$ cat src/rtl/ram_tdp_arbiter.sv
// ram_tdp_arbiter
//   Shares one true dual-port, write-first block RAM among three requesters
//   and provides a run-time engine that zeroes the whole array.
//
//   Port A belongs to requester 0 (CPU data side) at fixed priority.
//   Port B is shared round-robin between requester 1 (DMA) and requester 2
//   (debug). While a clear runs, both RAM ports are taken over and each cycle
//   zeroes one even/odd address pair. The RAM has one clock of read latency.
//
// Ports
//   clk, rst             clock; asynchronous active-low reset
//   clear_start          request a full-array clear (ignored while clearing)
//   clear_busy           clear in progress
//   clear_done           one-cycle pulse in the first idle cycle after a clear
//   mN_req/we/addr/din   requester N command, held until mN_ack (N = 0,1,2)
//   mN_ack               command accepted this cycle (combinational)
//   mN_rvalid/rdata      read response, one cycle after a read ack
//   ram_*a / ram_*b      RAM port A / port B controls and read data
module ram_tdp_arbiter #(
  parameter int unsigned DATA_WIDTH = 128,
  parameter int unsigned ADDR_WIDTH = 12
) (
  input  logic                  clk,
  input  logic                  rst,

  input  logic                  clear_start,
  output logic                  clear_busy,
  output logic                  clear_done,

  input  logic                  m0_req,
  input  logic                  m0_we,
  input  logic [ADDR_WIDTH-1:0] m0_addr,
  input  logic [DATA_WIDTH-1:0] m0_din,
  output logic                  m0_ack,
  output logic                  m0_rvalid,
  output logic [DATA_WIDTH-1:0] m0_rdata,

  input  logic                  m1_req,
  input  logic                  m1_we,
  input  logic [ADDR_WIDTH-1:0] m1_addr,
  input  logic [DATA_WIDTH-1:0] m1_din,
  output logic                  m1_ack,
  output logic                  m1_rvalid,
  output logic [DATA_WIDTH-1:0] m1_rdata,

  input  logic                  m2_req,
  input  logic                  m2_we,
  input  logic [ADDR_WIDTH-1:0] m2_addr,
  input  logic [DATA_WIDTH-1:0] m2_din,
  output logic                  m2_ack,
  output logic                  m2_rvalid,
  output logic [DATA_WIDTH-1:0] m2_rdata,

  output logic [ADDR_WIDTH-1:0] ram_addra,
  output logic                  ram_wea,
  output logic [DATA_WIDTH-1:0] ram_dina,
  input  logic [DATA_WIDTH-1:0] ram_douta,

  output logic [ADDR_WIDTH-1:0] ram_addrb,
  output logic                  ram_web,
  output logic [DATA_WIDTH-1:0] ram_dinb,
  input  logic [DATA_WIDTH-1:0] ram_doutb
);

  // Clear counter indexes address pairs; with a single-bit address there is
  // only one pair, so a 1-bit counter that never advances is kept.
  localparam int unsigned CW = (ADDR_WIDTH > 1) ? ADDR_WIDTH - 1 : 1;

  localparam logic [0:0] ST_IDLE  = 1'b0;
  localparam logic [0:0] ST_CLEAR = 1'b1;

  logic [0:0]            state_q, state_d;
  logic [CW-1:0]         cnt_q, cnt_d;
  logic                  rr_q, rr_d;       // 0: m1 favoured, 1: m2 favoured
  logic                  done_q, done_d;
  logic                  m0_rvalid_q, m1_rvalid_q, m2_rvalid_q;

  logic                  busy;
  logic                  win;
  logic                  clr_last;
  logic                  gnt1, gnt2;
  logic [ADDR_WIDTH-1:0] clr_addr_a, clr_addr_b;

  assign busy = (state_q == ST_CLEAR);

  // clear_start takes precedence over any request issued in the same cycle.
  assign win = (state_q == ST_IDLE) & ~clear_start;

  generate
    if (ADDR_WIDTH > 1) begin : g_clr_wide
      assign clr_addr_a = {cnt_q, 1'b0};
      assign clr_addr_b = {cnt_q, 1'b1};
      assign clr_last   = (cnt_q == '1);
    end else begin : g_clr_narrow
      assign clr_addr_a = '0;
      assign clr_addr_b = '1;
      assign clr_last   = 1'b1;
    end
  endgenerate

  // ---------------------------------------------------------------------------
  // Arbitration
  // ---------------------------------------------------------------------------
  assign m0_ack = win & m0_req;

  // A lone requester always wins; on contention the pointer decides.
  assign gnt1 = win & m1_req & (~m2_req | ~rr_q);
  assign gnt2 = win & m2_req & (~m1_req |  rr_q);

  assign m1_ack = gnt1;
  assign m2_ack = gnt2;

  always_comb begin
    rr_d = rr_q;
    if (gnt1) begin
      rr_d = 1'b1;
    end else if (gnt2) begin
      rr_d = 1'b0;
    end
  end

  // ---------------------------------------------------------------------------
  // Clear sequencer
  // ---------------------------------------------------------------------------
  always_comb begin
    state_d = state_q;
    cnt_d   = cnt_q;
    done_d  = 1'b0;
    case (state_q)
      ST_IDLE: begin
        if (clear_start) begin
          state_d = ST_CLEAR;
          cnt_d   = '0;
        end
      end
      ST_CLEAR: begin
        if (clr_last) begin
          state_d = ST_IDLE;
          cnt_d   = '0;
          done_d  = 1'b1;
        end else begin
          cnt_d   = cnt_q + CW'(1);
        end
      end
      default: begin
        state_d = ST_IDLE;
        cnt_d   = '0;
      end
    endcase
  end

  // ---------------------------------------------------------------------------
  // RAM port drive
  // ---------------------------------------------------------------------------
  always_comb begin
    if (busy) begin
      ram_addra = clr_addr_a;
      ram_dina  = '0;
      ram_wea   = 1'b1;
    end else begin
      ram_addra = m0_addr;
      ram_dina  = m0_din;
      ram_wea   = m0_ack & m0_we;
    end
  end

  always_comb begin
    if (busy) begin
      ram_addrb = clr_addr_b;
      ram_dinb  = '0;
      ram_web   = 1'b1;
    end else begin
      ram_addrb = gnt2 ? m2_addr : m1_addr;
      ram_dinb  = gnt2 ? m2_din  : m1_din;
      ram_web   = (gnt1 & m1_we) | (gnt2 & m2_we);
    end
  end

  // ---------------------------------------------------------------------------
  // State registers
  // ---------------------------------------------------------------------------
  always_ff @(posedge clk or negedge rst) begin
    if (!rst) begin
      state_q     <= ST_IDLE;
      cnt_q       <= '0;
      rr_q        <= 1'b0;
      done_q      <= 1'b0;
      m0_rvalid_q <= 1'b0;
      m1_rvalid_q <= 1'b0;
      m2_rvalid_q <= 1'b0;
    end else begin
      state_q     <= state_d;
      cnt_q       <= cnt_d;
      rr_q        <= rr_d;
      done_q      <= done_d;
      m0_rvalid_q <= m0_ack & ~m0_we;
      m1_rvalid_q <= gnt1 & ~m1_we;
      m2_rvalid_q <= gnt2 & ~m2_we;
    end
  end

  assign clear_busy = busy;
  assign clear_done = done_q;

  assign m0_rvalid  = m0_rvalid_q;
  assign m1_rvalid  = m1_rvalid_q;
  assign m2_rvalid  = m2_rvalid_q;

  assign m0_rdata   = ram_douta;
  assign m1_rdata   = ram_doutb;
  assign m2_rdata   = ram_doutb;

endmodule

$ cat config.mk
export PLATFORM = sky130hd
export DESIGN_NAME = ram_tdp_arbiter
export DESIGN_NICKNAME = d
export VERILOG_FILES = /design/src/rtl/ram_tdp_arbiter.sv
export SDC_FILE = /design/constraint.sdc
export NUM_CORES = 1
export LEC_CHECK = 0
export ABC_AREA = 1
export BUFFER_PORTS_ARGS = -buffer_cell sky130_fd_sc_hd__buf_2
export CORE_AREA = 2 2 534 536
export CTS_CLUSTER_SIZE = 30
export DETAILED_ROUTE_END_ITERATION = 12
export DIE_AREA = 0 0 536 538
export GPL_ROUTABILITY_DRIVEN = 0
export SLEW_MARGIN = 15
export SYNTH_ARGS = -nofsm -noshare
export SYNTH_HDL_FRONTEND = slang
export SYNTH_SLANG_ARGS = --single-unit
$ cat constraint.sdc
create_clock -name clk -period 2.5 [get_ports clk]
set_clock_uncertainty 0.05 [all_clocks]
set_input_delay 0.125 -clock clk [delete_from_list [all_inputs] [get_ports clk]]
set_output_delay 0.125 -clock clk [all_outputs]
set_load 0.05 [all_outputs]
==> flow_metrics.env <==
export IMPL_run_status="completed"
export IMPL_cpPeakStageDelay_ns=0.47
export IMPL_antenna_found_initial=273
export IMPL_grt_ovfl_total=0
export IMPL_ant_nets=0
export IMPL_root_buffer="clkbuf_16"
export IMPL_switching_share_pct=57.5
export IMPL_max_freq_mhz=419
export IMPL_crit_required_ns=2.33
export IMPL_die_area_um2=288000
export IMPL_cts_setup_buffers=0
export IMPL_mappedNetlistArea_um2=6970
export IMPL_end_kind="primary output"
export IMPL_ir_drop_mv=0.192
export IMPL_p_seq_share_pct=16.3
export IMPL_comb_power_share_pct=71.5
export IMPL_synth_edf_count=0
export IMPL_finalSetupTns_ns=0
export IMPL_dieWidth_um=536
export IMPL_viasPerCell=1.99
export IMPL_reg2reg_to="cnt_q[9]"
export IMPL_tightestPinTransition_ns=0.829
export IMPL_grt_util_all_layers_pct=15.5
export IMPL_post_synth_top_area_cell="buf_4"
export IMPL_drive_above_1_share_pct=47.3
export IMPL_drt_drc_violations_left=0
export IMPL_clk_pin_slew_worst_paths_ns=0.06
export IMPL_hold_start="m0_req"
export IMPL_async_flop_share_pct=100
export IMPL_ios=1359
export IMPL_ys_warn_count=0
export IMPL_fillers=33700
export IMPL_die_y_um=538
export IMPL_synth_main_ff_cell="dfrtp_1"
export IMPL_power_mw=2.78
export IMPL_whs_path_depth=3
export IMPL_htree_levels=1
export IMPL_cp_common_cell="buf_12"
export IMPL_period_share_pct=95.4
export IMPL_hold_violations=0
export IMPL_reg2regPathDepth=8
export IMPL_p_switching_mw=1.60
export IMPL_grt_pass1_vias=9632
export IMPL_core_um2=283000
export IMPL_cts_buffers=3
export IMPL_syn_nets=1981
export IMPL_cp_top_family="buffers and inverters"
export IMPL_start_util_pct=2.46
export IMPL_p_clk_share_pct=12.2
export IMPL_path_buf_inv=5
export IMPL_rsz0062_at_grt="false"
export IMPL_rows=196
export IMPL_wl_per_cell_um=43.4
export IMPL_synth_cell_types=21
export IMPL_critPathLaunchType="flop"
export IMPL_worstSetupPathType="flop to primary output"
export IMPL_synth_most_common_cell="buf_4"
export IMPL_area_growth_pct=110
export IMPL_slew_violations=0
export IMPL_final_min_clock_period_ns=2.38
export IMPL_finalNetCount=2290
export IMPL_hold_class="input pin to flop"
export IMPL_synthTopCellsByArea="buf_4 (42%), nand2_1 (19%), a21oi_1 (9.3%), nor2_1 (8.3%), inv_1 (8.2%)"
export IMPL_setup_viol=0
export IMPL_ys_top_cells_by_count="buf_4 (393), nand2_1 (358), nor2_1 (154), inv_1 (152), a21oi_1 (129)"
export IMPL_clk_latency_ns=0.25
export IMPL_wirelength_um=234000
export IMPL_cts_tree="done"
export IMPL_path_cells="nor2_2 -> buf_4 -> nand3_4 -> buf_12 -> inv_8 -> buf_12 -> nand2_1 -> a21oi_1 -> buf_12"
export IMPL_maxSlewHeadroom_pct=44.7
export IMPL_clock_sinks=17
export IMPL_ys_seq_elements=17
export IMPL_grt_max_degree=115
export IMPL_hold_path_end="m0_rvalid"
export IMPL_regToRegSetupSlack_ns=0.83
export IMPL_dr_total_vias=10700
export IMPL_drt_iter0_markers=415
export IMPL_slowest_stage="dfrtp_4"
export IMPL_dp_hpwl_um=225000
export IMPL_yosys_area_top_type_share_pct=42.3
export IMPL_portBuffers=718
export IMPL_drt_pass1_iter_count=4
export IMPL_power_internal_mw=1.18
export IMPL_arrival_ns=2.21
export IMPL_grt_pass1_wl_um=255000
export IMPL_crit_reg2reg_launch="cnt_q[1]"
export IMPL_crit_fanout=35
export IMPL_clockBufferDepth=2
export IMPL_avgSynthCellArea_um2=5.38
export IMPL_ys_seq_area_share_pct=6.10
export IMPL_syn_inst=1295
export IMPL_maxCapViolations=0
export IMPL_p_leak_nw=6.19
export IMPL_powerDensity_nw_per_um2=190
-- state kept, by name (all words and copies together) (netlist names) --
register / count
clear_busy: 1
cnt_q: 11
m1_rvalid: 1
m2_rvalid: 1
rr_q: 1
clear_done: 1
m0_rvalid: 1
-- kinds of logic after synthesis --
kind of cell	synth area share, %
AO/OA/AOI/OAI	10.6
XOR/XNOR	0.377
adder cells (fa/ha/maj)	0.179
buffers and inverters	54.0
flip-flops	6.10
multiplexers	0.144
AND/OR/NAND/NOR	28.6
-- worst reg2reg max path: stages (launching register included) --
cell and delay [ns]:
dfrtp_1 0.43, ha_1 0.21, nand2_1 0.10, nor2_1 0.29, nand3_1 0.12, nand2_1 0.14
inv_1 0.11, nand2_1 0.08, nand2_1 0.04
-- worst max path at each step --
stage               start       endpoint  slack [ns]  depth (start not counted)
2_1_floorplan  clear_busy  ram_dinb[121]        0.08                          6
3_3_place_gp   clear_busy  ram_dinb[121]        0.23                          8
3_5_place_dp   clear_busy  ram_dinb[121]        0.25                          8
4_1_cts        clear_busy   ram_dinb[37]       0.006                          9
5_1_grt              rr_q   ram_dinb[66]        0.02                          9
6_report       clear_busy   ram_dinb[53]        0.12                          9
-- placed cells by master (no fill, tap or decap), types with 2 or more instances in the layout --
cell type and n:
dfrtp_1 16, a21oi_1 126, a21oi_2 3, dlygate4sd3_1 4
o21ai_1 11, buf_4 22, nand3_1 9, buf_16 2
buf_2 584, o21ai_0 7, diode_2 32, buf_12 139
nor2_1 154, inv_1 152, nand2_1 357, xnor2_1 2
clkbuf_16 3
-- power by group through the flow --
stage	registers (mW)	clock network [mW]	logic (mW)
after detailed placement	0.462	0	2.03
after global placement	0.459	0	2.01
after CTS	0.457	0.345	2.05
after global routing	0.469	0.356	2.20
final	0.453	0.341	1.99
after floorplan	0.414	0	2.41
-- layer usage --
| layer | vias up | global-route usage (%) | wire length (µm) | part of all wire [%] |
|---|---|---|---|---|
| li1 | 4108 | - | - | - |
| met1 | 4188 | 11.4 | 58000 | 25 |
| met2 | 1767 | 24.0 | 98400 | 42 |
| met3 | 630 | 20.0 | 67000 | 29 |
| met4 | 42 | 4.21 | 10000 | 4.3 |
| met5 | - | 0.839 | 594 | 0.25 |
-- what timing repair did --
action / CTS / global route
gates resized for setup: 2 / 4
hold endpoints to repair: 20 / 0
gates cloned: 0 / 0
hold buffers: 4 / 0
setup endpoints to repair: 2 / 4
-- layout make-up --
class / instances / area, µm² / area share (%)
Multi-Input combinational cell: 677 / 2800 / 19.1
Clock buffer: 3 / 75.1 / 0.512
Sequential cell: 17 / 429 / 2.93
Inverter: 154 / 586 / 4.00
Timing Repair Buffer: 751 / 5970 / 40.7
Antenna cell: 32 / 80.1 / 0.547
Tap cell: 3762 / 4710 / 32.1
Clock inverter: 1 / 5.00 / 0.0342
-- per-stage QoR --
stage / setup WS (ns) / cells / area (µm²) / utilization (%) / hold slack, ns
after floorplan: 0.0775 / 1295 / 6970 / - / -0.221
after global placement: 0.233 / 5357 / 14400 / 5.09 / 0.0601
after detailed placement: 0.246 / 5357 / 14400 / 5.09 / 0.0683
after CTS: 0.00620 / 5365 / 14600 / 5.14 / 0.0610
after global routing: 0.0221 / 5387 / 14600 / 5.16 / 0.0696
final: 0.116 / 5397 / 14600 / 5.17 / 0.0673
Power figures use the tool's default switching activity.
